==> src/rtl/uart_ram_loader_pkg.sv <==
// Shared encodings and constants for the UART-to-RAM loader and its serial receiver.
package uart_ram_loader_pkg;

  // 100 MHz system clock, 115200 baud.
  localparam int DEFAULT_CLKS_PER_BIT = 868;

  typedef enum logic [1:0] {
    RX_IDLE  = 2'd0,
    RX_START = 2'd1,
    RX_DATA  = 2'd2,
    RX_STOP  = 2'd3
  } rx_state_e;

  typedef enum logic [1:0] {
    LD_WAIT_HI = 2'd0,
    LD_WAIT_LO = 2'd1,
    LD_WRITE   = 2'd2,
    LD_DONE    = 2'd3
  } loader_state_e;

endpackage

==> src/rtl/uart_rx.sv <==
// 8N1 UART deserialiser: 2-flop input synchroniser, mid-bit sampling, framing check.
module uart_rx
  import uart_ram_loader_pkg::*;
#(
  parameter int CLKS_PER_BIT = DEFAULT_CLKS_PER_BIT
) (
  input  logic      clk,
  input  logic      reset_n,
  input  logic      rx,
  output logic [7:0] dataByte,
  output logic      byteValid,
  output logic      framingErr,
  output rx_state_e rxState
);

  localparam int CNT_W = $clog2(CLKS_PER_BIT + 1);
  localparam logic [CNT_W-1:0] HALF_LAST = CNT_W'(CLKS_PER_BIT / 2 - 1);
  localparam logic [CNT_W-1:0] BIT_LAST  = CNT_W'(CLKS_PER_BIT - 1);

  logic [1:0]       sync_q;
  logic             rx_s;
  rx_state_e        state_q;
  logic [CNT_W-1:0] cnt_q;
  logic [2:0]       bit_idx_q;
  logic [7:0]       shift_q;
  logic [7:0]       byte_q;
  logic             valid_q;
  logic             ferr_q;

  // Flops reset to the idle line level so release cannot look like a start bit.
  always_ff @(posedge clk or negedge reset_n) begin
    if (!reset_n) sync_q <= 2'b11;
    else          sync_q <= {sync_q[0], rx};
  end

  assign rx_s = sync_q[1];

  // byteValid/framingErr are single-cycle strobes with no back-pressure: the
  // consumer must take dataByte in the same cycle byteValid is high.
  always_ff @(posedge clk or negedge reset_n) begin
    if (!reset_n) begin
      state_q   <= RX_IDLE;
      cnt_q     <= '0;
      bit_idx_q <= '0;
      shift_q   <= '0;
      byte_q    <= '0;
      valid_q   <= 1'b0;
      ferr_q    <= 1'b0;
    end else begin
      valid_q <= 1'b0;
      ferr_q  <= 1'b0;
      case (state_q)
        RX_IDLE: begin
          cnt_q     <= '0;
          bit_idx_q <= '0;
          if (!rx_s) state_q <= RX_START;
        end
        RX_START: begin
          if (cnt_q == HALF_LAST) begin
            cnt_q   <= '0;
            state_q <= rx_s ? RX_IDLE : RX_DATA;
          end else begin
            cnt_q <= cnt_q + 1'b1;
          end
        end
        RX_DATA: begin
          if (cnt_q == BIT_LAST) begin
            cnt_q   <= '0;
            shift_q <= {rx_s, shift_q[7:1]};
            if (bit_idx_q == 3'd7) state_q <= RX_STOP;
            else                   bit_idx_q <= bit_idx_q + 1'b1;
          end else begin
            cnt_q <= cnt_q + 1'b1;
          end
        end
        RX_STOP: begin
          if (cnt_q == BIT_LAST) begin
            cnt_q   <= '0;
            state_q <= RX_IDLE;
            if (rx_s) begin
              byte_q  <= shift_q;
              valid_q <= 1'b1;
            end else begin
              ferr_q <= 1'b1;
            end
          end else begin
            cnt_q <= cnt_q + 1'b1;
          end
        end
        default: state_q <= RX_IDLE;
      endcase
    end
  end

  assign dataByte   = byte_q;
  assign byteValid  = valid_q;
  assign framingErr = ferr_q;
  assign rxState    = state_q;

endmodule

==> src/rtl/uart_ram_loader.sv <==
// Assembles UART bytes into big-endian 16-bit words and writes WORD_COUNT of them to RAM.
module uart_ram_loader
  import uart_ram_loader_pkg::*;
#(
  parameter int CLKS_PER_BIT = DEFAULT_CLKS_PER_BIT,
  parameter int ADDR_WIDTH   = 8,
  parameter int WORD_COUNT   = 256
) (
  input  logic                  clk,
  input  logic                  reset_n,
  input  logic                  rx,
  output logic [ADDR_WIDTH-1:0] ramAddr,
  output logic [15:0]           ramDataOut,
  output logic                  ramWriteEnable,
  output logic                  UART2RAMCompleted,
  output logic                  framingError,
  output rx_state_e             dbgRxState,
  output loader_state_e         dbgLoaderState
);

  // WORD_COUNT must lie in 1..2**ADDR_WIDTH so the last address is representable.
  localparam logic [ADDR_WIDTH-1:0] LAST_ADDR = ADDR_WIDTH'(WORD_COUNT - 1);

  logic [7:0] rx_byte;
  logic       rx_valid;
  logic       rx_ferr;

  loader_state_e         ld_state_q;
  logic [ADDR_WIDTH-1:0] addr_q;
  logic [15:0]           data_q;
  logic                  we_q;
  logic                  done_q;
  logic                  ferr_q;

  uart_rx #(
    .CLKS_PER_BIT(CLKS_PER_BIT)
  ) u_uart_rx (
    .clk       (clk),
    .reset_n   (reset_n),
    .rx        (rx),
    .dataByte  (rx_byte),
    .byteValid (rx_valid),
    .framingErr(rx_ferr),
    .rxState   (dbgRxState)
  );

  // A framing error only raises the sticky flag; pairing state is untouched
  // because the receiver never strobes byteValid for a bad frame.
  always_ff @(posedge clk or negedge reset_n) begin
    if (!reset_n) begin
      ld_state_q <= LD_WAIT_HI;
      addr_q     <= '0;
      data_q     <= '0;
      we_q       <= 1'b0;
      done_q     <= 1'b0;
      ferr_q     <= 1'b0;
    end else begin
      we_q <= 1'b0;
      if (rx_ferr) ferr_q <= 1'b1;
      case (ld_state_q)
        LD_WAIT_HI: begin
          if (rx_valid) begin
            data_q[15:8] <= rx_byte;
            ld_state_q   <= LD_WAIT_LO;
          end
        end
        LD_WAIT_LO: begin
          if (rx_valid) begin
            data_q[7:0] <= rx_byte;
            we_q        <= 1'b1;
            ld_state_q  <= LD_WRITE;
          end
        end
        LD_WRITE: begin
          if (addr_q == LAST_ADDR) begin
            done_q     <= 1'b1;
            ld_state_q <= LD_DONE;
          end else begin
            addr_q     <= addr_q + 1'b1;
            ld_state_q <= LD_WAIT_HI;
          end
        end
        LD_DONE: ld_state_q <= LD_DONE;
        default: ld_state_q <= LD_WAIT_HI;
      endcase
    end
  end

  assign ramAddr           = addr_q;
  assign ramDataOut        = data_q;
  assign ramWriteEnable    = we_q;
  assign UART2RAMCompleted = done_q;
  assign framingError      = ferr_q;
  assign dbgLoaderState    = ld_state_q;

endmodule

==> config.mk <==
export PLATFORM = sky130hd
export DESIGN_NAME = uart_ram_loader
export DESIGN_NICKNAME = d
export VERILOG_FILES = /design/src/rtl/uart_ram_loader_pkg.sv /design/src/rtl/uart_rx.sv /design/src/rtl/uart_ram_loader.sv
export SDC_FILE = /design/constraint.sdc
export NUM_CORES = 1
export LEC_CHECK = 0
export CAP_MARGIN = 5
export CORE_UTILIZATION = 54
export DETAILED_ROUTE_END_ITERATION = 8
export PLACE_DENSITY = 0.8
export SKIP_LAST_GASP = 1
export SYNTH_ARGS = -nofsm -noshare
export SYNTH_HDL_FRONTEND = slang
export SYNTH_SLANG_ARGS = --single-unit
==> constraint.sdc <==
create_clock -name clk -period 2.15 [get_ports clk]
set_input_delay 0.43 -clock clk [delete_from_list [all_inputs] [get_ports clk]]
set_output_delay 0.43 -clock clk [all_outputs]
set_load 0.005 [all_outputs]
==> impl_metrics.py, run 1 <==
metrics = {
    "floorplan": {
        "start_util_pct": 56.7,
        "core_area_sq_mm": 0.00475,
        "pin_count": 34,
        "die_x_um": 72.7,
        "dieArea_sq_mm": 0.00528,
        "row_count": 25,
        "die_h_um": 72.7,
    },
    "yosys": {
        "synth_area_leaders": "dfrtp_1 (58%), mux2_2 (13%), ha_1 (2.3%), xor2_1 (2.3%), dfstp_2 (1.9%)",
        "synth.ff_latch_count": 64,
        "yosysSeqAreaShare_pct": 59.5,
        "synthCells": 205,
        "yosys_most_used_dff": "dfrtp_1",
        "yosysTopAreaCellShare_pct": 57.5,
        "netlist_area_sq_mm": 0.00270,
        "yosys_warnings": 0,
        "synth_area_per_cell_sq_um": 13.2,
        "synth.distinct_cells": 40,
        "synth_edf_count": 0,
        "synth-async-reset-ratio_pct": 100,
        "yosysTopAreaCell": "dfrtp_1",
        "synth_nets": 213,
    },
    "sta": {
        "fin_crit_ns": 1.99,
        "finalCritPeriodShare_pct": 92.3,
        "holdWs_ns": 0.0870,
        "fin_skew_ns": 0.00940,
        "tightestPinTransition_ns": 0.460,
        "rsz0062_at_grt": "false",
        "max_freq_mhz": 504,
        "timing.setup.tns_ns": 0,
        "slew-limit-headroom_pct": 69.2,
        "drv_slew": 0,
        "setup_viol": 0,
        "report.final.hold_viol_count": 0,
    },
    "route": {
        "wirelength_um": 4420,
        "firstDrtPassIters": 4,
        "wire_per_inst_um": 13.8,
        "routed_via_density": 5.28,
        "drcViolationCount": 0,
        "num_vias": 1689,
        "dr.first_iter.drc_count": 66,
        "ant_nets": 0,
    },
    "clock_tree": {
        "cts_tree": "yes",
        "clk_pin_slew_ns": 0.07,
        "postCtsSetupRepairBufs": 0,
        "cts_buffers": 9,
        "clockBufferDepth": 2,
        "clock_tree.htree_level_count": 3,
        "holdBufCountCts": 0,
        "cts.sinks": 64,
        "clockRootBuffer": "clkbuf_8",
        "cts_resized": 0,
        "clk-insertion-delay-late_ns": 0.34,
    },
    "power_and_ir_drop": {
        "pwr_density_cell_mw_per_mm2": 736,
        "power_mw": 2.48,
        "ir_drop_v": 0.000500,
        "p_leak_nw": 1.65,
    },
    "cells_and_area": {
        "final_common_cell": "dfrtp_1",
        "fin_area_sq_mm": 0.00337,
        "regArea_sq_mm": 0.00160,
        "syn2layout_area_growth_pct": 25.0,
        "nets": 256,
        "finish.utilization_pct": 70.9,
        "multi_input_area_sq_mm": 0.00106,
        "layout-drive-gt1-share_pct": 23.7,
        "layout_common_cells": "dfrtp_1 (62), clkdlybuf4s50_1 (32), mux2_2 (31), nand2_1 (13), nor2_1 (13)",
        "fill_cells": 349,
        "diodes": 0,
    },
    "placement": {
        "numPortBuffers": 33,
        "place.gp.congestion": 0.859,
        "dpl_cell_area_sq_mm": 0.00312,
        "dpl.hpwl_um": 2970,
    },
    "setup_path": {
        "cp-start-kind": "flop",
        "crit_arrival_ns": 2.21,
        "path_max_fanout": 9,
        "critical_path_class": "reg2reg",
        "worstSetupEndpointType": "flop",
        "cp.required_ns": 2.37,
    },
    "global_routing": {
        "grt_use_total_pct": 19.4,
        "grt_pass1_wl_um": 7600,
        "grt_pass1_vias": 1697,
        "overflow": 0,
        "antenna_found_initial": 0,
        "grt_max_degree": 65,
    },
    "run": {
        "cap_violations": 0,
    },
    "min_path": {
        "min_path_type": "in2async",
    },
    "status": {
        "status": "finished, final reports clean",
    },
}
==> area by class of cell <==
cell class                 instances  share of cell area [%]
multi-input combinational        132                    31.3
clock inverter                     5                    3.08
timing repair buffer              37                    10.9
sequential                        64                    47.6
tap                               67                    2.49
clock buffer                      11                    4.19
inverter                           4                   0.445
==> worst max-delay path, stage by stage, from the launching register on <==
cell     delay (ns)
dfrtp_1        0.40
or3b_4         0.42
or3_4          0.48
nor2_8         0.22
mux2_2         0.36
==> final timing paths <==
check,start,to,slack [ns],cells past startpoint
min in group clk,u_uart_rx.sync_q[0],u_uart_rx.sync_q[1],0.37,0
hold / removal,reset_n,ramAddr[6],0.09,2
setup / recovery,u_uart_rx.cnt_q[8],u_uart_rx.dataByte[6],0.16,4
setup reg to reg,u_uart_rx.cnt_q[8],u_uart_rx.dataByte[6],0.16,4
max in group asynchronous,reset_n,u_uart_rx.sync_q[1],1.74,2
hold reg to reg,u_uart_rx.sync_q[0],u_uart_rx.sync_q[1],0.37,0
==> state kept, by name, indices dropped and copies added (netlist names), named ones only <==
signal and count:
framingError 1, u_uart_rx.framingErr 1, ramWriteEnable 1, u_uart_rx.cnt_q 10
ramDataOut 16, u_uart_rx.byteValid 1, UART2RAMCompleted 1, u_uart_rx.dataByte 8
ramAddr 8, u_uart_rx.bit_idx_q 3, u_uart_rx.rxState 1, u_uart_rx.sync_q 2
u_uart_rx.shift_q 8, dbgLoaderState 2
==> stage by stage <==
step / instances / worst slack [ns]
floorplan: 205 / 0.168
global placement: 304 / 0.0815
global route: 320 / 0.0973
detailed placement: 304 / 0.00383
finish: 320 / 0.165
CTS: 320 / 0.00983
==> logic make-up (layout without fill, tap and decap cells) <==
group                    count (synthesis)  in the layout  share of synthesized area [%]
flip-flops                              64             64                           59.5
adder cells (fa/ha/maj)                  5              5                           2.32
buffers and inverters                    9             57                           1.53
AND/OR/NAND/NOR                         67             67                           14.5
XOR/XNOR                                13             13                           4.22
AO/OA/AOI/OAI                           13             13                           3.85
multiplexers                            34             34                           14.1
==> routing by layer <==
metal / vias to the layer above / wire length, um / GRT usage, %
li1: 812 / - / -
met1: 835 / 2020 / 23.6
met2: 35 / 2150 / 31.3
met3: 7 / 180 / 6.22
met4: 0 / 68 / 9.80
met5: - / 0 / 0
==> synth_stat cells, drive strengths merged (5+ instances only) <==
library cell,instances
and3,5
dfrtp,62
ha,5
mux2,33
nand2,13
nand3,7
nand4,7
nor2,15
xnor2,6
xor2,7
==> where the power goes <==
| part | internal, mW | switching (mW) |
|---|---|---|
| sequential | 1.21 | 0.00148 |
| combinational | 0.00611 | 0.0221 |
| clock | 0.802 | 0.445 |
| total | 2.02 | 0.469 |
(Power assumes the default switching activity.)
==> run 2: changes to the inputs <==
--- a/config.mk
+++ b/config.mk
@@ -6,10 +6,12 @@
 export NUM_CORES = 1
 export LEC_CHECK = 0
 export CAP_MARGIN = 5
-export CORE_UTILIZATION = 54
+export CORE_MARGIN = 2
+export CORE_UTILIZATION = 55
 export DETAILED_ROUTE_END_ITERATION = 8
-export PLACE_DENSITY = 0.8
+export PLACE_DENSITY = 0.81
 export SKIP_LAST_GASP = 1
 export SYNTH_ARGS = -nofsm -noshare
 export SYNTH_HDL_FRONTEND = slang
+export SYNTH_HIERARCHICAL = 1
 export SYNTH_SLANG_ARGS = --single-unit
==> run 2 against run 1 <==
Effect of this change:
- critical path depth rose by 1
- global-route usage grew 0.47 points
- fmax down 2.5%
- highest routed layer unchanged
- setup slack got worse by 0.051 ns
- routed wire length is 19% higher
- final cell count is 5.9% higher
==> impl_metrics.py, run 2 <==
metrics = {
    "power_and_ir_drop": {
        "seqPwrFrac_pct": 51.5,
        "power.share.clock_pct": 47.2,
        "p_comb_share_pct": 1.3,
        "cellInternalPower_mw": 1.87,
        "pwr_density_cell_mw_per_mm2": 666,
        "p_leak_nw": 1.66,
        "ir_drop_v": 0.000358,
        "power_switching_mw": 0.481,
        "swShare_pct": 20.5,
    },
    "yosys": {
        "synth_most_common_cell": "dfrtp_1",
        "netlist_area_sq_mm": 0.00286,
        "synth_area_leaders": "dfrtp_1 (54%), mux2_2 (14%), ha_1 (2.2%), dfstp_2 (1.8%), nand2_1 (1.4%)",
        "synth_compound_area_share_pct": 10.4,
        "synth_edf_count": 0,
        "synth.distinct_cells": 54,
        "synth_nets": 227,
        "synth-async-reset-ratio_pct": 100,
        "synth_xor_area_share_pct": 1.53,
        "yosysSeqAreaShare_pct": 56.1,
        "yosys_most_used_dff": "dfrtp_1",
        "synth_area_per_cell_sq_um": 13.1,
        "synth-simple-area-share_pct": 13.6,
        "synth_top_family_by_area": "multiplexers",
        "yosysTopAreaCell": "dfrtp_1",
        "synthAdderAreaFrac_pct": 2.19,
        "synth.ff_latch_count": 64,
        "synthMuxAreaShare_pct": 14.6,
        "synthCells": 219,
        "yosysTopAreaCellShare_pct": 54.2,
        "yosys_warnings": 6,
        "synth_commonest_cells": "dfrtp_1 (62), mux2_2 (35), nand2_1 (11), a21oi_1 (7)",
    },
    "status": {
        "status": "finished, final reports clean",
    },
    "cells_and_area": {
        "diodes": 0,
        "layout-drive-gt1-share_pct": 27.5,
        "syn2layout_area_growth_pct": 23.3,
        "largest_reg_flops": 16,
        "regArea_sq_mm": 0.00160,
        "nets": 272,
        "multi_input_area_sq_mm": 0.00121,
        "fill_cells": 373,
        "layout_common_cells": "dfrtp_1 (62), mux2_2 (35), clkdlybuf4s50_1 (32), nand2_1 (11), clkbuf_8 (9)",
        "final_common_cell": "dfrtp_1",
        "fin_area_sq_mm": 0.00353,
    },
    "setup_path": {
        "crit_arrival_ns": 2.27,
        "crit_chain": "ha_1 -> or4bb_4 -> nor4_4 -> buf_4 -> mux2_2",
        "cp.required_ns": 2.38,
        "cp-start-kind": "flop",
        "worstSetupEndpointType": "flop",
        "cpLargestDelayFamily": "simple AND/OR/NAND/NOR gates",
        "critical_path_class": "reg2reg",
        "crit_slowest_cell": "or4bb_4",
        "worst-path-buf-inv": 1,
        "path_max_fanout": 9,
        "worst_path_largest_cell_delay_ns": 0.50,
    },
    "route": {
        "num_vias": 1901,
        "firstDrtPassIters": 4,
        "routed_via_density": 5.61,
        "dr.first_iter.drc_count": 79,
        "drcViolationCount": 0,
        "ant_nets": 0,
        "wirelength_um": 5260,
        "wire_per_inst_um": 15.5,
    },
    "clock_tree": {
        "cts.sinks": 64,
        "clock_tree.htree_level_count": 3,
        "clk-insertion-delay-late_ns": 0.34,
        "holdBufCountCts": 0,
        "clockBufferDepth": 2,
        "cts_buffers": 9,
        "cts_tree": "yes",
        "clockRootBuffer": "clkbuf_8",
        "cts_resized": 0,
        "clk_pin_slew_ns": 0.07,
        "postCtsSetupRepairBufs": 0,
    },
    "sta": {
        "rsz0062_at_grt": "false",
        "timing.setup.tns_ns": 0,
        "finalCritPeriodShare_pct": 94.7,
        "fin_skew_ns": 0.00459,
        "fin_crit_ns": 2.04,
        "setup_ws_ns": 0.114,
        "max_freq_mhz": 491,
        "setup_viol": 0,
        "drv_slew": 0,
        "holdWs_ns": 0.0826,
        "tightestPinTransition_ns": 0.589,
        "report.final.hold_viol_count": 0,
        "slew-limit-headroom_pct": 60.7,
    },
    "floorplan": {
        "pin_count": 34,
        "start_util_pct": 56.4,
        "die_h_um": 76.1,
        "dieArea_sq_mm": 0.00579,
        "die_x_um": 76.1,
        "core_area_sq_mm": 0.00507,
        "row_count": 26,
    },
    "placement": {
        "dpl.hpwl_um": 3500,
        "numPortBuffers": 33,
        "place.gp.congestion": 0.858,
        "place_ws_ns": 0.127,
        "dpl_cell_area_sq_mm": 0.00331,
    },
    "run": {
        "cap_violations": 0,
    },
    "global_routing": {
        "antenna_found_initial": 0,
        "grt_use_total_pct": 19.9,
        "grt_pass1_wl_um": 8960,
        "grt_pass1_vias": 1795,
        "grt_max_degree": 65,
        "overflow": 0,
    },
    "min_path": {
        "min_path_type": "in2async",
    },
}
==> run 2: cell families (layout without fill, tap and decap cells) <==
logic type / count (synthesis) / after routing
AND/OR/NAND/NOR: 57 / 57
adder cells (fa/ha/maj): 5 / 5
buffers and inverters: 11 / 61
flip-flops: 64 / 64
AO/OA/AOI/OAI: 40 / 40
multiplexers: 37 / 37
XOR/XNOR: 5 / 5
==> run 2: final cells by class <==
type / count / share of cell area [%]
clock buffers: 11 / 3.72
clock inverters: 5 / 2.31
inverters: 4 / 0.426
multi-input cells: 144 / 34.3
flip-flops and latches: 64 / 45.5
well taps: 70 / 2.48
repair buffers: 41 / 11.3
==> run 2: final timing paths <==
path	startpoint	to	slack, ns	depth (start not counted)
max	u_uart_rx/cnt_q[0]	u_uart_rx/dataByte[5]	0.11	5
min	reset_n	ramAddr[4]	0.08	2
max reg2reg	u_uart_rx/cnt_q[0]	u_uart_rx/dataByte[5]	0.11	5
min reg2reg	u_uart_rx/sync_q[0]	u_uart_rx/sync_q[1]	0.36	0
max in group asynchronous	reset_n	u_uart_rx/sync_q[0]	1.74	2
min in group clk	u_uart_rx/sync_q[0]	u_uart_rx/sync_q[1]	0.36	0
==> run 2: power by group through the flow <==
stage / clock network [mW] / registers [mW] / logic (mW)
after floorplan: 0 / 1.23 / 0.000699
after global placement: 0 / 1.23 / 0.0314
after detailed placement: 0 / 1.23 / 0.0312
after CTS: 1.14 / 1.21 / 0.0312
after global routing: 1.19 / 1.21 / 0.0355
final: 1.11 / 1.21 / 0.0297
==> run 2: layer usage <==
| metal | vias to the layer above | wire length, um | share of wire [%] | global-route usage [%] |
|---|---|---|---|---|
| li1 | 914 | - | - | - |
| met1 | 943 | 2540 | 48 | 28.4 |
| met2 | 36 | 2440 | 46 | 28.7 |
| met3 | 8 | 194 | 3.7 | 6.16 |
| met4 | 0 | 89 | 1.7 | 7.64 |
| met5 | - | 0 | 0 | 0 |
==> run 2: per-stage QoR <==
| step | std cells | power, mW | utilization [%] |
|---|---|---|---|
| 4_1_cts | 339 | 2.38 | 69.5 |
| 3_3_place_gp | 323 | 1.26 | 65.3 |
| 2_1_floorplan | 219 | 1.23 | - |
| 3_5_place_dp | 323 | 1.26 | 65.3 |
| 6_report | 339 | 2.35 | 69.5 |
| 5_1_grt | 339 | 2.44 | 69.5 |
==> run 3: changes to the inputs <==
--- a/config.mk
+++ b/config.mk
@@ -5,11 +5,12 @@
 export SDC_FILE = /design/constraint.sdc
 export NUM_CORES = 1
 export LEC_CHECK = 0
-export CAP_MARGIN = 5
-export CORE_MARGIN = 2
+export CAP_MARGIN = 15
+export CORE_MARGIN = 1.5
 export CORE_UTILIZATION = 55
 export DETAILED_ROUTE_END_ITERATION = 8
 export PLACE_DENSITY = 0.81
+export SKIP_CTS_REPAIR_TIMING = 1
 export SKIP_LAST_GASP = 1
 export SYNTH_ARGS = -nofsm -noshare
 export SYNTH_HDL_FRONTEND = slang
==> run 3 against run 2 <==
Effect of this change:
- routed wire length down 1.4%
- die area decreased by 2.6%
- clock power shrank 17%
- largest cell class unchanged
==> impl_metrics.py, run 3 (synthesized netlist as in run 2, its figures left out) <==
metrics = {
    "clock_tree": {
        "clock_tree.htree_level_count": 3,
        "cts_tree": "yes",
        "cts.sinks": 64,
        "clk-insertion-delay-late_ns": 0.33,
        "clockBufferDepth": 2,
        "clk_pin_slew_ns": 0.07,
        "clockRootBuffer": "clkbuf_8",
        "cts_buffers": 9,
    },
    "cells_and_area": {
        "final_common_cell": "dfrtp_1",
        "syn2layout_area_growth_pct": 22.4,
        "largest_reg_flops": 16,
        "layout-drive-gt1-share_pct": 27.8,
        "diodes": 0,
        "layout_common_cells": "dfrtp_1 (62), mux2_2 (35), clkdlybuf4s50_1 (32), nand2_1 (11), clkbuf_8 (11)",
        "fill_cells": 396,
        "nets": 273,
    },
    "sta": {
        "tightestPinTransition_ns": 0.475,
        "report.final.hold_viol_count": 0,
        "setup_ws_ns": 0.120,
        "drv_slew": 0,
        "finalCritPeriodShare_pct": 94.4,
        "max_freq_mhz": 493,
        "slew-limit-headroom_pct": 68.3,
        "fin_crit_ns": 2.03,
        "setup_viol": 0,
        "rsz0062_at_grt": "false",
        "timing.setup.tns_ns": 0,
        "fin_skew_ns": 0.00864,
    },
    "setup_path": {
        "crit_slowest_cell": "or4bb_4",
        "cp-start-kind": "flop",
        "crit_chain": "ha_1 -> or4bb_4 -> nor4_4 -> buf_4 -> mux2_2",
        "cp.required_ns": 2.37,
        "worstSetupEndpointType": "flop",
        "cpLargestDelayFamily": "simple AND/OR/NAND/NOR gates",
        "crit_arrival_ns": 2.25,
        "critical_path_class": "reg2reg",
        "worst-path-buf-inv": 1,
        "rr_worst_depth": 5,
        "r2r_start": "u_uart_rx/cnt_q[0]",
        "r2r-end": "u_uart_rx/dataByte[6]",
        "cp.depth": 5,
        "worst_path_largest_cell_delay_ns": 0.51,
        "path_max_fanout": 9,
        "r2r_slack_ns": 0.12,
    },
    "global_routing": {
        "grt_use_total_pct": 20.6,
        "antenna_found_initial": 0,
        "grt_pass1_wl_um": 8520,
        "overflow": 0,
        "grt_max_degree": 46,
        "grt_pass1_vias": 1801,
    },
    "power_and_ir_drop": {
        "p_comb_share_pct": 1.4,
        "p_leak_nw": 1.66,
        "ir_drop_v": 0.000338,
        "swShare_pct": 21.5,
        "pwr_density_cell_mw_per_mm2": 616,
        "power_switching_mw": 0.463,
        "seqPwrFrac_pct": 56.1,
        "power.share.clock_pct": 42.6,
        "cellInternalPower_mw": 1.69,
    },
    "route": {
        "wirelength_um": 5190,
        "wire_per_inst_um": 15.3,
        "dr.first_iter.drc_count": 98,
        "ant_nets": 0,
        "firstDrtPassIters": 5,
        "num_vias": 1924,
        "drcViolationCount": 0,
        "routed_via_density": 5.66,
    },
    "status": {
        "status": "finished, final reports clean",
    },
    "floorplan": {
        "dieArea_sq_mm": 0.00564,
        "die_h_um": 75.1,
        "start_util_pct": 56.4,
        "die_x_um": 75.1,
        "row_count": 26,
        "pin_count": 34,
        "core_area_sq_mm": 0.00507,
    },
    "placement": {
        "numPortBuffers": 33,
        "dpl.hpwl_um": 3610,
        "place.gp.congestion": 0.895,
        "place_ws_ns": 0.125,
    },
    "min_path": {
        "min_path_type": "in2async",
    },
    "run": {
        "cap_violations": 0,
    },
}
==> run 3: changes by cell type in the layout (fill, tap and decap cells not counted) <==
cell	delta
bufinv_16	-2
clkbuf_8	+2
buf_4	+1
clkinv_2	+1
clkinvlp_4	-1
==> run 3: metal layers <==
layer	share of wire, %	GRT usage (%)	wire [um]
met1	47	28.5	2420
met5	0	0	0
met2	48	30.8	2490
met4	0.98	8.48	51
met3	4.5	5.89	232
==> run 3: worst max-delay path by stage <==
stage                                  start                    end  slack, ns
after floorplan           u_uart_rx/cnt_q[0]  u_uart_rx/dataByte[0]       0.15
after global placement    u_uart_rx/cnt_q[0]  u_uart_rx/dataByte[0]       0.17
after detailed placement  u_uart_rx/cnt_q[0]  u_uart_rx/dataByte[6]       0.12
after CTS                 u_uart_rx/cnt_q[0]  u_uart_rx/dataByte[6]       0.13
after global routing      u_uart_rx/cnt_q[0]  u_uart_rx/dataByte[5]       0.04
final                     u_uart_rx/cnt_q[0]  u_uart_rx/dataByte[6]       0.12
==> run 3: power by group through the flow <==
stage               clock network, mW  registers (mW)  logic, mW
detailed placement                  0            1.23     0.0317
global route                     1.00            1.21     0.0358
finish                          0.918            1.21     0.0296
CTS                             0.944            1.21     0.0319
global placement                    0            1.23     0.0314
floorplan                           0            1.23   0.000699
==> run 3: final cells by class <==
class | instances | area [sq um] | share of cell area, %
flip-flops and latches | 64 | 1600 | 45.8
multi-input cells | 144 | 1210 | 34.6
inverters | 4 | 15.0 | 0.429
well taps | 70 | 87.6 | 2.50
clock inverters | 3 | 18.8 | 0.536
repair buffers | 42 | 405 | 11.6
clock buffers | 13 | 159 | 4.54
==> run 3: worst register-to-register path, cell delays in order, from the launching register on <==
cell,delay (ns)
dfrtp_1,0.39
ha_1,0.24
or4bb_4,0.51
nor4_4,0.21
buf_4,0.22
mux2_2,0.35
==> run 3: stage by stage <==
stage	util [%]	power [mW]	hold slack (ns)	instance area, sq um	cells
after floorplan	-	1.23	0.134	2860	219
after global placement	65.5	1.26	0.348	3320	324
after detailed placement	65.5	1.26	0.347	3320	324
after CTS	69.0	2.18	0.0471	3500	340
after global routing	69.0	2.24	0.0767	3500	340
final	69.0	2.16	0.0471	3500	340
